File: src/rtl/xil_srl_pkg.sv
// ---------------------------------------------------------------------------
// xil_srl_pkg
// Shared constants for SRLC32E-based buffers.
//   SRL_DEPTH : number of taps in one SRLC32E
//   SRL_AW    : width of the SRL dynamic read address
//   LVL_W     : width of occupancy counters (SRL count plus output register)
//   clog2()   : ceiling log2, kept here for cascaded (multi-SRL) variants
// ---------------------------------------------------------------------------
package xil_srl_pkg;

    localparam int SRL_DEPTH = 32'd32;
    localparam int SRL_AW    = 32'd5;
    localparam int LVL_W     = 32'd6;

    // Ceiling log2 of a positive value; clog2(1) = 0.
    function automatic int clog2(input int value);
        int result;
        int v;
        result = 32'd0;
        v      = value - 32'd1;
        while (v > 32'd0) begin
            result = result + 32'd1;
            v      = v >>> 1;
        end
        return result;
    endfunction

endpackage

File: src/rtl/srl_fifo_ctrl_srlc32e.sv
// ---------------------------------------------------------------------------
// SRLC32E
// Behavioural model of the Xilinx 32-deep addressable shift register.
//   CLK : shift clock (polarity selected by IS_CLK_INVERTED)
//   CE  : shift enable; D enters tap 0 and every tap moves up by one
//   D   : serial input
//   A   : dynamic read address, Q = tap[A]
//   Q   : addressed tap
//   Q31 : last tap, used for cascading
// The primitive has no reset; contents start at INIT.
// ---------------------------------------------------------------------------
module SRLC32E
    import xil_srl_pkg::*;
#(
    parameter logic [31:0] INIT            = 32'h0000_0000,
    parameter logic        IS_CLK_INVERTED = 1'b0
) (
    input  logic              CLK,
    input  logic              CE,
    input  logic              D,
    input  logic [SRL_AW-1:0] A,
    output logic              Q,
    output logic              Q31
);

    logic                 clk_s;
    logic [SRL_DEPTH-1:0] sr_r = INIT;

    assign clk_s = CLK ^ IS_CLK_INVERTED;

    // Shift register body: new bit enters at tap 0.
    always_ff @(posedge clk_s) begin
        if (CE) begin
            sr_r <= {sr_r[SRL_DEPTH-2:0], D};
        end else begin
            sr_r <= sr_r;
        end
    end

    assign Q   = sr_r[A];
    assign Q31 = sr_r[SRL_DEPTH-1];

endmodule

File: src/rtl/srl_fifo_ctrl.sv
// ---------------------------------------------------------------------------
// srl_fifo_ctrl
// First-word-fall-through FIFO built from DATA_W SRLC32E shift registers
// (one per data bit) plus a registered output stage. Capacity is 33 words:
// 32 in the SRL bank and one in the output register.
//   CLK      : clock, rising edge
//   RST      : asynchronous reset, active-high
//   S_VALID  : write request
//   S_READY  : write accept (SRL bank not full)
//   S_DATA   : write data
//   S_AFULL  : LEVEL >= AFULL_THR
//   M_VALID  : output register holds valid data
//   M_READY  : downstream consumes M_DATA
//   M_DATA   : output register
//   LEVEL    : total occupancy 0..33 (SRL count + M_VALID)
// ---------------------------------------------------------------------------
module srl_fifo_ctrl
    import xil_srl_pkg::*;
#(
    parameter int DATA_W    = 8,
    parameter int AFULL_THR = 28
) (
    input  logic              CLK,
    input  logic              RST,
    input  logic              S_VALID,
    output logic              S_READY,
    input  logic [DATA_W-1:0] S_DATA,
    output logic              S_AFULL,
    output logic              M_VALID,
    input  logic              M_READY,
    output logic [DATA_W-1:0] M_DATA,
    output logic [LVL_W-1:0]  LEVEL
);

    localparam logic [LVL_W-1:0] CNT_FULL = LVL_W'(SRL_DEPTH);
    localparam logic [LVL_W-1:0] AFULL_LV = LVL_W'(AFULL_THR);

    logic [LVL_W-1:0]  cnt_r;
    logic              m_valid_r;
    logic [DATA_W-1:0] m_data_r;

    logic              s_ready_s;
    logic              push_s;
    logic              load_s;
    logic [SRL_AW-1:0] srl_addr_s;
    logic [DATA_W-1:0] srl_q_s;
    logic [DATA_W-1:0] q31_unused_s;
    logic [LVL_W-1:0]  level_s;

    // Ready depends on the stored count only. The shift enable is also
    // gated by RST so that no write lands during reset.
    assign s_ready_s = (cnt_r != CNT_FULL);
    assign push_s    = S_VALID & s_ready_s & ~RST;
    assign load_s    = (cnt_r != {LVL_W{1'b0}}) & (~m_valid_r | M_READY);

    // Oldest SRL entry sits at tap CNT-1; park the address at 0 when empty.
    always_comb begin
        srl_addr_s = {SRL_AW{1'b0}};
        if (cnt_r != {LVL_W{1'b0}}) begin
            srl_addr_s = SRL_AW'(cnt_r - {{(LVL_W-1){1'b0}}, 1'b1});
        end else begin
            srl_addr_s = {SRL_AW{1'b0}};
        end
    end

    genvar gi;
    generate
        for (gi = 0; gi < DATA_W; gi++) begin : g_srl
            SRLC32E #(
                .INIT            (32'h0000_0000),
                .IS_CLK_INVERTED (1'b0)
            ) u_srl (
                .CLK (CLK),
                .CE  (push_s),
                .D   (S_DATA[gi]),
                .A   (srl_addr_s),
                .Q   (srl_q_s[gi]),
                .Q31 (q31_unused_s[gi])
            );
        end
    endgenerate

    // Count and output register. A simultaneous push and load leaves the
    // count unchanged: Q is sampled at the pre-shift address, so the word
    // taken is still the oldest one.
    always_ff @(posedge CLK or posedge RST) begin
        if (RST) begin
            cnt_r     <= {LVL_W{1'b0}};
            m_valid_r <= 1'b0;
            m_data_r  <= {DATA_W{1'b0}};
        end else begin
            if (load_s) begin
                m_valid_r <= 1'b1;
                m_data_r  <= srl_q_s;
            end else if (M_READY) begin
                m_valid_r <= 1'b0;
                m_data_r  <= m_data_r;
            end else begin
                m_valid_r <= m_valid_r;
                m_data_r  <= m_data_r;
            end

            case ({push_s, load_s})
                2'b10:   cnt_r <= cnt_r + {{(LVL_W-1){1'b0}}, 1'b1};
                2'b01:   cnt_r <= cnt_r - {{(LVL_W-1){1'b0}}, 1'b1};
                default: cnt_r <= cnt_r;
            endcase
        end
    end

    assign level_s = cnt_r + {{(LVL_W-1){1'b0}}, m_valid_r};

    assign S_READY = s_ready_s;
    assign S_AFULL = (level_s >= AFULL_LV);
    assign M_VALID = m_valid_r;
    assign M_DATA  = m_data_r;
    assign LEVEL   = level_s;

endmodule

File: config.mk
export PLATFORM = sky130hd
export DESIGN_NAME = srl_fifo_ctrl
export DESIGN_NICKNAME = d
export VERILOG_FILES = /design/src/rtl/xil_srl_pkg.sv /design/src/rtl/srl_fifo_ctrl_srlc32e.sv /design/src/rtl/srl_fifo_ctrl.sv
export SDC_FILE = /design/constraint.sdc
export NUM_CORES = 1
export LEC_CHECK = 0
export BUFFER_PORTS_ARGS = -buffer_cell sky130_fd_sc_hd__buf_2
export CORE_MARGIN = 2
export CORE_UTILIZATION = 62
export DETAILED_ROUTE_END_ITERATION = 8
export GPL_ROUTABILITY_DRIVEN = 0
export PLACE_DENSITY = 0.79
export SYNTH_ARGS = -nofsm -noshare
export SYNTH_HDL_FRONTEND = slang
export SYNTH_SLANG_ARGS = --single-unit
File: constraint.sdc
create_clock -name CLK -period 8.77 [get_ports CLK]
set_input_delay 1.754 -clock CLK [delete_from_list [all_inputs] [get_ports CLK]]
set_output_delay 1.754 -clock CLK [all_outputs]
set_load 0.02 [all_outputs]
==> results of run 1 <==
[worst paths after layout]
check,start,end,slack [ns],cells past startpoint
max,cnt_r[0]$_DFFE_PP0P_,S_AFULL,4.24,6
min,g_srl[3].u_srl.sr_r[24]$_DFFE_PP_,g_srl[3].u_srl.sr_r[25]$_DFFE_PP_,0.44,0
max reg2reg,cnt_r[1]$_DFFE_PP0P_,g_srl[1].u_srl.sr_r[7]$_DFFE_PP_,5.04,7
min reg2reg,g_srl[3].u_srl.sr_r[24]$_DFFE_PP_,g_srl[3].u_srl.sr_r[25]$_DFFE_PP_,0.44,0
max in group asynchronous,RST,cnt_r[0]$_DFFE_PP0P_,7.02,2
min in group asynchronous,RST,M_DATA[0]$_DFFE_PP0P_,1.30,2
[worst reg2reg max path, cell delays in order, from the launching register on]
cell                       delay (ns)
sky130_fd_sc_hd__dfrtp_1         0.50
sky130_fd_sc_hd__inv_1           0.11
sky130_fd_sc_hd__ha_1            0.27
sky130_fd_sc_hd__nand2b_1        0.22
sky130_fd_sc_hd__or4_1           0.18
sky130_fd_sc_hd__nand3_1         0.21
sky130_fd_sc_hd__inv_8           0.85
sky130_fd_sc_hd__buf_4           0.97
[sequential cells by signal, indices dropped and copies added (netlist names)]
name              cells
M_VALID               1
cnt_r                 6
g_srl.u_srl.sr_r    256
M_DATA                8
[metrics by stage]
stage	cells	power [mW]	util (%)
3_5_place_dp	948	3.51	65.0
2_1_floorplan	736	3.01	-
3_3_place_gp	948	3.45	65.0
5_1_grt	997	4.93	70.3
4_1_cts	997	4.72	70.3
6_report	997	4.73	70.3
[routing by layer]
metal	GRT usage [%]	up-vias
met5	0	-
met4	7.54	0
met3	4.01	51
met2	40.2	371
met1	36.5	3320
li1	-	2945
[power by group]
group / leakage, nW / total (mW) / switching (mW) / internal (mW)
combinational: 1.12 / 1.90 / 1.29 / 0.612
sequential: 2.57 / 1.63 / 0.0968 / 1.54
clock: 0.438 / 1.20 / 0.477 / 0.723
[cells in the mapped netlist (2+ instances only)]
master                       n  share of area (%)
sky130_fd_sc_hd__nor3_1      2              0.090
sky130_fd_sc_hd__nand2_1    79                2.7
sky130_fd_sc_hd__ha_1        5               0.56
sky130_fd_sc_hd__buf_1       2              0.068
sky130_fd_sc_hd__o211ai_1   23                1.6
sky130_fd_sc_hd__or2_1       3               0.17
sky130_fd_sc_hd__buf_4       2               0.14
sky130_fd_sc_hd__and3_1      3               0.17
sky130_fd_sc_hd__o221ai_1   13                1.0
sky130_fd_sc_hd__a31oi_1    18                1.0
sky130_fd_sc_hd__o22ai_1     2               0.11
sky130_fd_sc_hd__nand2b_1   10               0.56
sky130_fd_sc_hd__nor2b_1     4               0.23
sky130_fd_sc_hd__a221oi_1   21                1.7
sky130_fd_sc_hd__or3_1      23                1.3
sky130_fd_sc_hd__a21o_1      7               0.47
sky130_fd_sc_hd__mux2i_1    34                3.1
sky130_fd_sc_hd__o21ai_1     2              0.090
sky130_fd_sc_hd__o221ai_2   10                1.4
sky130_fd_sc_hd__buf_2      17               0.77
sky130_fd_sc_hd__nand3_1    29                1.3
sky130_fd_sc_hd__xnor2_1     7               0.55
sky130_fd_sc_hd__inv_1       4               0.14
sky130_fd_sc_hd__buf_6       5               0.51
sky130_fd_sc_hd__a32oi_1     8               0.63
sky130_fd_sc_hd__a21oi_1    35                1.6
sky130_fd_sc_hd__xor2_1      5               0.39
sky130_fd_sc_hd__o21ai_0    20               0.90
sky130_fd_sc_hd__a311oi_1    8               0.63
sky130_fd_sc_hd__mux2_2      7               0.71
sky130_fd_sc_hd__nor2_1     20               0.68
sky130_fd_sc_hd__edfxtp_1  256                 69
sky130_fd_sc_hd__dfrtp_1    15                3.4
sky130_fd_sc_hd__clkbuf_1   21               0.71
[kinds of logic after synthesis]
kind of cell / count (synthesis) / share of synthesized area (%)
XOR/XNOR: 12 / 0.947
AO/OA/AOI/OAI: 172 / 11.5
multiplexers: 41 / 3.78
adder cells (fa/ha/maj): 5 / 0.564
buffers and inverters: 54 / 2.67
AND/OR/NAND/NOR: 181 / 7.87
flip-flops: 271 / 72.7
[cell type report]
cell class / instances / area (µm²) / area share, %
clock buffers: 35 / 716 / 5.85
clock inverters: 14 / 203 / 1.66
inverters: 5 / 26.3 / 0.215
multi-input cells: 411 / 2750 / 22.5
flip-flops and latches: 271 / 8060 / 65.9
well taps: 225 / 282 / 2.30
repair buffers: 36 / 200 / 1.64
[layout by cell type (no fill, tap or decap), types with 2 or more instances in the layout]
cell type / count
sky130_fd_sc_hd__nand2_1: 79
sky130_fd_sc_hd__dfrtp_1: 14
sky130_fd_sc_hd__clkbuf_1: 7
sky130_fd_sc_hd__xnor2_1: 7
sky130_fd_sc_hd__a221oi_1: 21
sky130_fd_sc_hd__a311oi_1: 8
sky130_fd_sc_hd__or3_1: 23
sky130_fd_sc_hd__nand3_1: 29
sky130_fd_sc_hd__buf_4: 8
sky130_fd_sc_hd__o211ai_1: 23
sky130_fd_sc_hd__o21ai_0: 20
sky130_fd_sc_hd__nor2b_1: 3
sky130_fd_sc_hd__buf_2: 28
sky130_fd_sc_hd__a31oi_1: 18
sky130_fd_sc_hd__edfxtp_1: 256
sky130_fd_sc_hd__o22ai_1: 2
sky130_fd_sc_hd__clkinv_1: 4
sky130_fd_sc_hd__o221ai_2: 10
sky130_fd_sc_hd__nor2_1: 17
sky130_fd_sc_hd__ha_1: 5
sky130_fd_sc_hd__a21o_1: 7
sky130_fd_sc_hd__mux2i_1: 34
sky130_fd_sc_hd__o221ai_1: 13
sky130_fd_sc_hd__and3_1: 3
sky130_fd_sc_hd__nor2_2: 3
sky130_fd_sc_hd__bufinv_16: 5
sky130_fd_sc_hd__nand2b_1: 10
sky130_fd_sc_hd__a32oi_1: 8
sky130_fd_sc_hd__clkinvlp_4: 2
sky130_fd_sc_hd__inv_1: 3
sky130_fd_sc_hd__nor3_1: 2
sky130_fd_sc_hd__or2_1: 2
sky130_fd_sc_hd__o21ai_1: 2
sky130_fd_sc_hd__clkbuf_16: 27
sky130_fd_sc_hd__mux2_2: 7
sky130_fd_sc_hd__xor2_1: 5
sky130_fd_sc_hd__a21oi_1: 35
==> impl_summary.log, run 1 <==
[metrics] post-synthesis cell area: 11100 µm²
[metrics] Bufs and invs on worst path: 2
[metrics] cell area after layout: 12200 µm²
[metrics] setup bufs post-CTS: 0
[metrics] number of buffers created by CTS: 27
[metrics] startpoint type of the worst setup path: flip-flop
[metrics] vias in the first global route: 6601
[metrics] arrival time of data at the critical path endpoint: 2.78 ns
[metrics] Slowest-stage cell, CP: sky130_fd_sc_hd__buf_4
[metrics] net count of the mapped netlist: 753
[metrics] fin. max-slew vios: 0
[metrics] GRT Util Overall: 25.2%
[metrics] starting density of the core: 63.7%
[metrics] flops & latches, synth: 271
[metrics] # DRC: 0
[metrics] Setup Slack @ Placement: 3.72 ns
[metrics] total of cells resized after clock tree synthesis: 0
[metrics] input/output buffers: 28
[metrics] Relative slew margins: 18.5%
[metrics] unrepaired setup endpoints after global routing: false
[metrics] Pre-antenna DRT Iters: 5
[metrics] share of the yosys chip area belonging to registers: 72.7%
[metrics] share of async-settable or async-resettable flops after synthesis: 5.54%
[metrics] top-level I/O count: 29
[metrics] nets@finish: 769
[metrics] register clock-pin slew on the reported worst setup and hold paths: 0.07 ns
[metrics] first-pass GRT wire length: 36.3 mm
[metrics] clock tree buffer depth: 3
[metrics] Crit. End Element: output port
[metrics] post-route clock skew: 0.0118 ns
[metrics] count of cell types in the netlist: 50
[metrics] final-report setup violation count: 0
[metrics] type of the worst setup path: flip-flop to output port
[metrics] Max VDD drop: 0.379 mV
[metrics] status: finished clean
[metrics] fraction of layout instances using a drive strength above 1: 13.7%
[metrics] final clock period utilization by the worst path: 51.7%
[metrics] Final Hold Violating Endpoints: 0
[metrics] H-Tree Depth: 1
[metrics] antenna violations before repair: 0
[metrics] crit path max fanout: 77
[metrics] ordered cell list for the critical path: buf_4, ha_1, ha_1, xor2_1, a31o_2, buf_2
[metrics] synth-to-layout area growth: 10.3%
[metrics] Floorplan Core Area: 17400 µm²
[metrics] delay of the slowest cell on the worst path: 0.79 ns
[metrics] total global routing overflow: 0
[metrics] total negative setup slack: 0 ns
[metrics] critical path data required time: 7.02 ns
[metrics] Die ar.: 19000 µm²
[metrics] slew at the pin closest to its max-slew limit: 1.22 ns
[metrics] detail-routed via count per cell: 6.71
[metrics] number of maximum-capacitance constraint violations: 0
[metrics] Period minus WS final: 4.53 ns
[metrics] Gate Count Post-Synth: 736
[metrics] number of flops mapped to enable cells by yosys: 256
[metrics] post-detail-place hpwl: 12.6 mm
[metrics] die width: 138 µm
[metrics] Clock Latency Late Sink: 0.53 ns
[metrics] most used flip-flop cell after synthesis: sky130_fd_sc_hd__edfxtp_1
[metrics] CTS Hold Bufs: 0
[metrics] DRT Wirelength: 23.5 mm
[metrics] power density relative to cell area: 386 nW/µm²
[metrics] Most common cell on crit path: sky130_fd_sc_hd__ha_1
[metrics] DRT iter0 DRCs: 921
[metrics] drt wl/cell: 23.6 µm
[metrics] total number of vias: 6687
[metrics] Ant. Diodes: 0
[metrics] met2 wire length: 11.2 mm
[metrics] path type of the worst min-delay path: flip-flop to flip-flop
[metrics] standard-cell row count: 48
[metrics] top layer reached by signal wires: met4
[metrics] Final Worst Setup Slack: 4.24 ns
[metrics] fill count: 1120
[metrics] die extent in y: 138 µm
[metrics] largest net degree at the start of global routing: 176
[metrics] Highest Clock Rate: 221 MHz
[metrics] delay-heaviest family, CP: buffers and inverters
[metrics] Leak Pwr: 4.12 nW
[metrics] average size of a mapped cell: 15.1 µm²
[metrics] met1 wire length: 9.63 mm
[metrics] count of antenna-violating nets left after detailed routing: 0
[metrics] Clock Tree Root: sky130_fd_sc_hd__clkbuf_16
[metrics] placed cell areas: 11300 µm²
[metrics] Min Hold Slack: 0.441 ns
[metrics] TritonCTS clock tree: yes
[metrics] Yosys warnings: 0
[metrics] Num Clock Sinks: 271
[metrics] WL met3: 2.05 mm
Note: power is estimated with default switching activity, not from simulation.
==> run 2, diff against run 1 <==
ABC_AREA = 1   (was not set)
CORE_UTILIZATION = 56   (was 62)
PLACE_DENSITY = 0.75   (was 0.79)
clock period = 3.9 ns   (was 8.77 ns; I/O delays follow)
==> run 2 against run 1 <==
  * Sequential cell count unchanged
  * Critical path depth increased by 1
  * Clock skew decreased by 0.0022 ns
==> impl_summary.log, run 2 <==
[metrics] status: finished clean
[metrics] Die ar.: 22500 µm² (+18%)
[metrics] r2r worst-path depth: 13 (+6)
[metrics] Pre-antenna DRT Iters: 5 (unchanged)
[metrics] detail-routed via count per cell: 5.87 (-13%)
[metrics] GRT Util Overall: 23.2% (-2.1 points)
[metrics] net count of the mapped netlist: 1055 (+40%)
[metrics] Multi-input gate area: 3030 µm² (+10%)
[metrics] total power of the final layout: 10.2 mW (+120%)
[metrics] arrival time of data at the critical path endpoint: 2.34 ns (-0.44 ns)
[metrics] TritonCTS clock tree: yes
[metrics] largest net degree at the start of global routing: 85 (-52%)
[metrics] Highest Clock Rate: 320 MHz
[metrics] CP Depth: 7 (+1)
[metrics] register bank with the most flops: g_srl.u_srl.sr_r
[metrics] total of cells resized after clock tree synthesis: 0 (unchanged)
[metrics] Leak Pwr: 5.17 nW (+25%)
[metrics] commonest cells after routing, fill and taps aside: sky130_fd_sc_hd__nand3_1, sky130_fd_sc_hd__edfxtp_1, sky130_fd_sc_hd__inv_1, sky130_fd_sc_hd__nand2_1, sky130_fd_sc_hd__or2_2
[metrics] count of antenna-violating nets left after detailed routing: 0 (unchanged)
[metrics] drt wl/cell: 18.9 µm (-20%)
[metrics] post-placement cell count: 1299 (+37%)
[metrics] power density relative to cell area: 769 nW/µm² (+99%)
[metrics] nets@finish: 1071 (+39%)
[metrics] cell area after layout: 13200 µm² (+8.1%)
[metrics] delay-heaviest family, CP: buffers and inverters
[metrics] count of cell types in the netlist: 28 (-44%)
[metrics] slew at the pin closest to its max-slew limit: 1.08 ns (-0.144 ns)
[metrics] input/output buffers: 28 (unchanged)
[metrics] Slowest-stage cell, CP: sky130_fd_sc_hd__buf_4
[metrics] average size of a mapped cell: 11.5 µm² (-24%)
[metrics] Flop pwr share: 35.6% (+1.1 points)
[metrics] commonest non-fill, non-tap cell in the layout: sky130_fd_sc_hd__nand3_1
[metrics] Clock Tree Root: sky130_fd_sc_hd__clkbuf_16
[metrics] part of the power in the clock network: 24.4% (-1.0 points)
[metrics] number of buffers created by CTS: 28 (+3.7%)
[metrics] Max VDD drop: 0.454 mV (+20%)
[metrics] ordered cell list for the critical path: buf_4, ha_1, nand3_1, nor2_1, xor2_1, a31o_2, buf_2
[metrics] vias in the first global route: 7699 (+17%)
[metrics] starting density of the core: 56.9% (-6.8 points)
[metrics] crit path max fanout: 28 (-64%)
[metrics] number of flops mapped to enable cells by yosys: 256 (unchanged)
[metrics] startpoint type of the worst setup path: flip-flop
[metrics] post-synthesis cell area: 11900 µm² (+7.5%)
[metrics] die width: 150 µm (+8.8%)
[metrics] Yosys warnings: 0 (unchanged)
[metrics] Min Hold Slack: 0.292 ns (-0.149 ns)
[metrics] library cell with the largest summed area after synthesis: sky130_fd_sc_hd__edfxtp_1
[metrics] power dissipated by switching net loads: 4.02 mW (+120%)
[metrics] register clock-pin slew on the reported worst setup and hold paths: 0.06 ns (about the same)
[metrics] Floorplan Core Area: 21000 µm² (+20%)
[metrics] Bufs and invs on worst path: 2 (unchanged)
[metrics] Final Worst Setup Slack: 0.777 ns (-3.46 ns)
[metrics] H-Tree Depth: 1 (unchanged)
[metrics] final clock period utilization by the worst path: 80.1%
[metrics] share of the yosys chip area belonging to registers: 67.6% (-5.1 points)
[metrics] commonest cells in the synthesized netlist: sky130_fd_sc_hd__nand3_1, sky130_fd_sc_hd__edfxtp_1, sky130_fd_sc_hd__inv_1
[metrics] Gate Count Post-Synth: 1038 (+41%)
[metrics] # DRC: 0 (unchanged)
[metrics] fin. max-slew vios: 0 (unchanged)
[metrics] path type of the worst min-delay path: input pin to async pin
[metrics] fill count: 1599 (+43%)
[metrics] standard-cell row count: 53 (+10%)
[metrics] top-count cell post-synth: sky130_fd_sc_hd__nand3_1
[metrics] endpoint of the worst-slack reg-to-reg timing path: M_DATA[2]$_DFFE_PP0P_
[metrics] placed cell areas: 12400 µm² (+9.4%)
[metrics] internal cell power: 6.17 mW (+110%)
[metrics] worst setup slack for register-to-register paths: 0.99 ns (-4.05 ns)
[metrics] fraction of layout instances using a drive strength above 1: 14.5% (+0.78 points)
[metrics] fraction of power spent switching nets: 39.4% (+0.13 points)
[metrics] Crit. End Element: output port
[metrics] number of maximum-capacitance constraint violations: 0 (unchanged)
[metrics] post-detail-place hpwl: 14.7 mm (+17%)
[metrics] Ant. Diodes: 0 (unchanged)
[metrics] portion of total power attributed to combinational logic: 40.0% (about the same)
[metrics] synth-to-layout area growth: 11.0%
[metrics] area share of the largest cell type after synthesis: 64.4% (-4.8 points)
[metrics] Final Hold Violating Endpoints: 0 (unchanged)
[metrics] die extent in y: 150 µm (+8.8%)
[metrics] setup bufs post-CTS: 0 (unchanged)
[metrics] Reg-to-Reg Start: cnt_r[1]$_DFFE_PP0P_
[metrics] Relative slew margins: 28.0% (+9.5 points)
[metrics] Num Clock Sinks: 271 (unchanged)
[metrics] DRT iter0 DRCs: 732 (-21%)
[metrics] crit path capture: S_AFULL
[metrics] type of the worst setup path: flip-flop to output port
[metrics] antenna violations before repair: 0 (unchanged)
[metrics] flops & latches, synth: 271 (unchanged)
[metrics] post-route clock skew: 0.00955 ns (-0.00221 ns)
[metrics] delay of the slowest cell on the worst path: 0.40 ns (-0.39 ns)
[metrics] CTS Hold Bufs: 0 (unchanged)
[metrics] final-report setup violation count: 0 (unchanged)
[metrics] clock tree buffer depth: 3 (unchanged)
[metrics] first-pass GRT wire length: 40.8 mm (+12%)
[metrics] worst setup path startpoint: cnt_r[0]$_DFFE_PP0P_
[metrics] share of async-settable or async-resettable flops after synthesis: 5.54% (unchanged)
[metrics] total number of vias: 7921 (+18%)
[metrics] Period minus WS final: 3.12 ns
[metrics] Clock Latency Late Sink: 0.54 ns (about the same)
[metrics] Setup Slack @ Placement: 1.06 ns (-2.66 ns)
[metrics] unrepaired setup endpoints after global routing: false
[metrics] total global routing overflow: 0 (unchanged)
[metrics] most used flip-flop cell after synthesis: sky130_fd_sc_hd__edfxtp_1
[metrics] top-level I/O count: 29 (unchanged)
[metrics] count of placed standard cells in the final layout, fillers left out: 1350 (+35%)
[metrics] Storage cell area: 8060 µm² (about the same)
[metrics] biggest area contributors in the synthesized netlist: sky130_fd_sc_hd__edfxtp_1, sky130_fd_sc_hd__nand3_1, sky130_fd_sc_hd__inv_1
[metrics] DRT Wirelength: 25.6 mm (+8.7%)
[metrics] critical path data required time: 3.12 ns (-3.90 ns)
[metrics] flip-flop count of the largest register after layout: 256 (unchanged)
## run 2: cell types whose count changed in the layout (fill, tap and decap cells not counted), moves of 24 or more
cell	previous run	this run
sky130_fd_sc_hd__nand3_1	29	271
sky130_fd_sc_hd__inv_1	3	132
sky130_fd_sc_hd__or2_2	1	48
sky130_fd_sc_hd__nand3b_1	1	40
sky130_fd_sc_hd__mux2i_1	34	0
sky130_fd_sc_hd__a21oi_1	35	6
sky130_fd_sc_hd__o2111ai_1	0	24
## run 2: how the worst min path moves through the flow
stage | startpoint | to | cells past startpoint
after floorplan | g_srl[0].u_srl.sr_r[15]$_DFFE_PP_ | g_srl[0].u_srl.sr_r[16]$_DFFE_PP_ | 0
after global placement | g_srl[4].u_srl.sr_r[25]$_DFFE_PP_ | g_srl[4].u_srl.sr_r[26]$_DFFE_PP_ | 0
after detailed placement | g_srl[6].u_srl.sr_r[29]$_DFFE_PP_ | g_srl[6].u_srl.sr_r[30]$_DFFE_PP_ | 0
after CTS | RST | M_DATA[3]$_DFFE_PP0P_ | 3
after global routing | RST | M_DATA[3]$_DFFE_PP0P_ | 3
final | RST | M_DATA[2]$_DFFE_PP0P_ | 3
## run 2: through the flow
stage	setup TNS [ns]	util, %
after CTS	0	63.2
after detailed placement	0	59.1
after global routing	0	63.2
after floorplan	-464.87	-
final	0	63.2
after global placement	0	59.1
## run 2: per-layer routing
metal | vias to the layer above | track usage (%) | share of wire, % | routed length [µm]
met5 | - | 0 | 0 | 0
met4 | 0 | 6.56 | 2.8 | 712
met3 | 54 | 4.30 | 7.0 | 1800
met2 | 294 | 37.0 | 47 | 11900
met1 | 3920 | 32.8 | 44 | 11200
li1 | 3653 | - | - | -
## run 2: cell type report
class / instances / share of cell area [%]
tap: 275 / 2.60
timing repair buffer: 50 / 3.16
clock inverter: 10 / 0.369
multi-input combinational: 564 / 22.9
clock buffer: 41 / 6.05
sequential: 271 / 60.9
inverter: 139 / 3.99
## run 2: logic make-up (layout without fill, tap and decap cells)
| family | count (synthesis) | in the layout | synth area share (%) |
|---|---|---|---|
| AOI/OAI and AO/OA | 44 | 44 | 2.65 |
| xor gates and xnor gates | 8 | 8 | 0.587 |
| adders and majority gates | 5 | 5 | 0.524 |
| buffers and inverters | 203 | 240 | 7.23 |
| DFF | 271 | 271 | 67.6 |
| and+or+nand+nor | 507 | 507 | 21.4 |
## run 2: worst reg2reg max path, cell delays in order (launching register included)
cell and delay (ns):
sky130_fd_sc_hd__dfrtp_1 0.45, sky130_fd_sc_hd__inv_1 0.13, sky130_fd_sc_hd__ha_4 0.17, sky130_fd_sc_hd__inv_1 0.04, sky130_fd_sc_hd__nand2_1 0.08, sky130_fd_sc_hd__nand2_2 0.33, sky130_fd_sc_hd__nand2_2 0.21, sky130_fd_sc_hd__buf_4 0.60
sky130_fd_sc_hd__nand3_1 0.29, sky130_fd_sc_hd__nand3_1 0.11, sky130_fd_sc_hd__nand3_1 0.09, sky130_fd_sc_hd__nand3_1 0.14, sky130_fd_sc_hd__nand3_1 0.12, sky130_fd_sc_hd__nand2_1 0.08
## run 2: power groups by stage
| stage | Combinational (mW) | Clock [mW] | Sequential [mW] |
|---|---|---|---|
| floorplan | 3.02 | 0 | 3.68 |
| global placement | 3.93 | 0 | 3.68 |
| detailed placement | 4.02 | 0 | 3.68 |
| CTS | 4.07 | 2.52 | 3.62 |
| global route | 4.52 | 2.63 | 3.65 |
| finish | 4.08 | 2.48 | 3.63 |
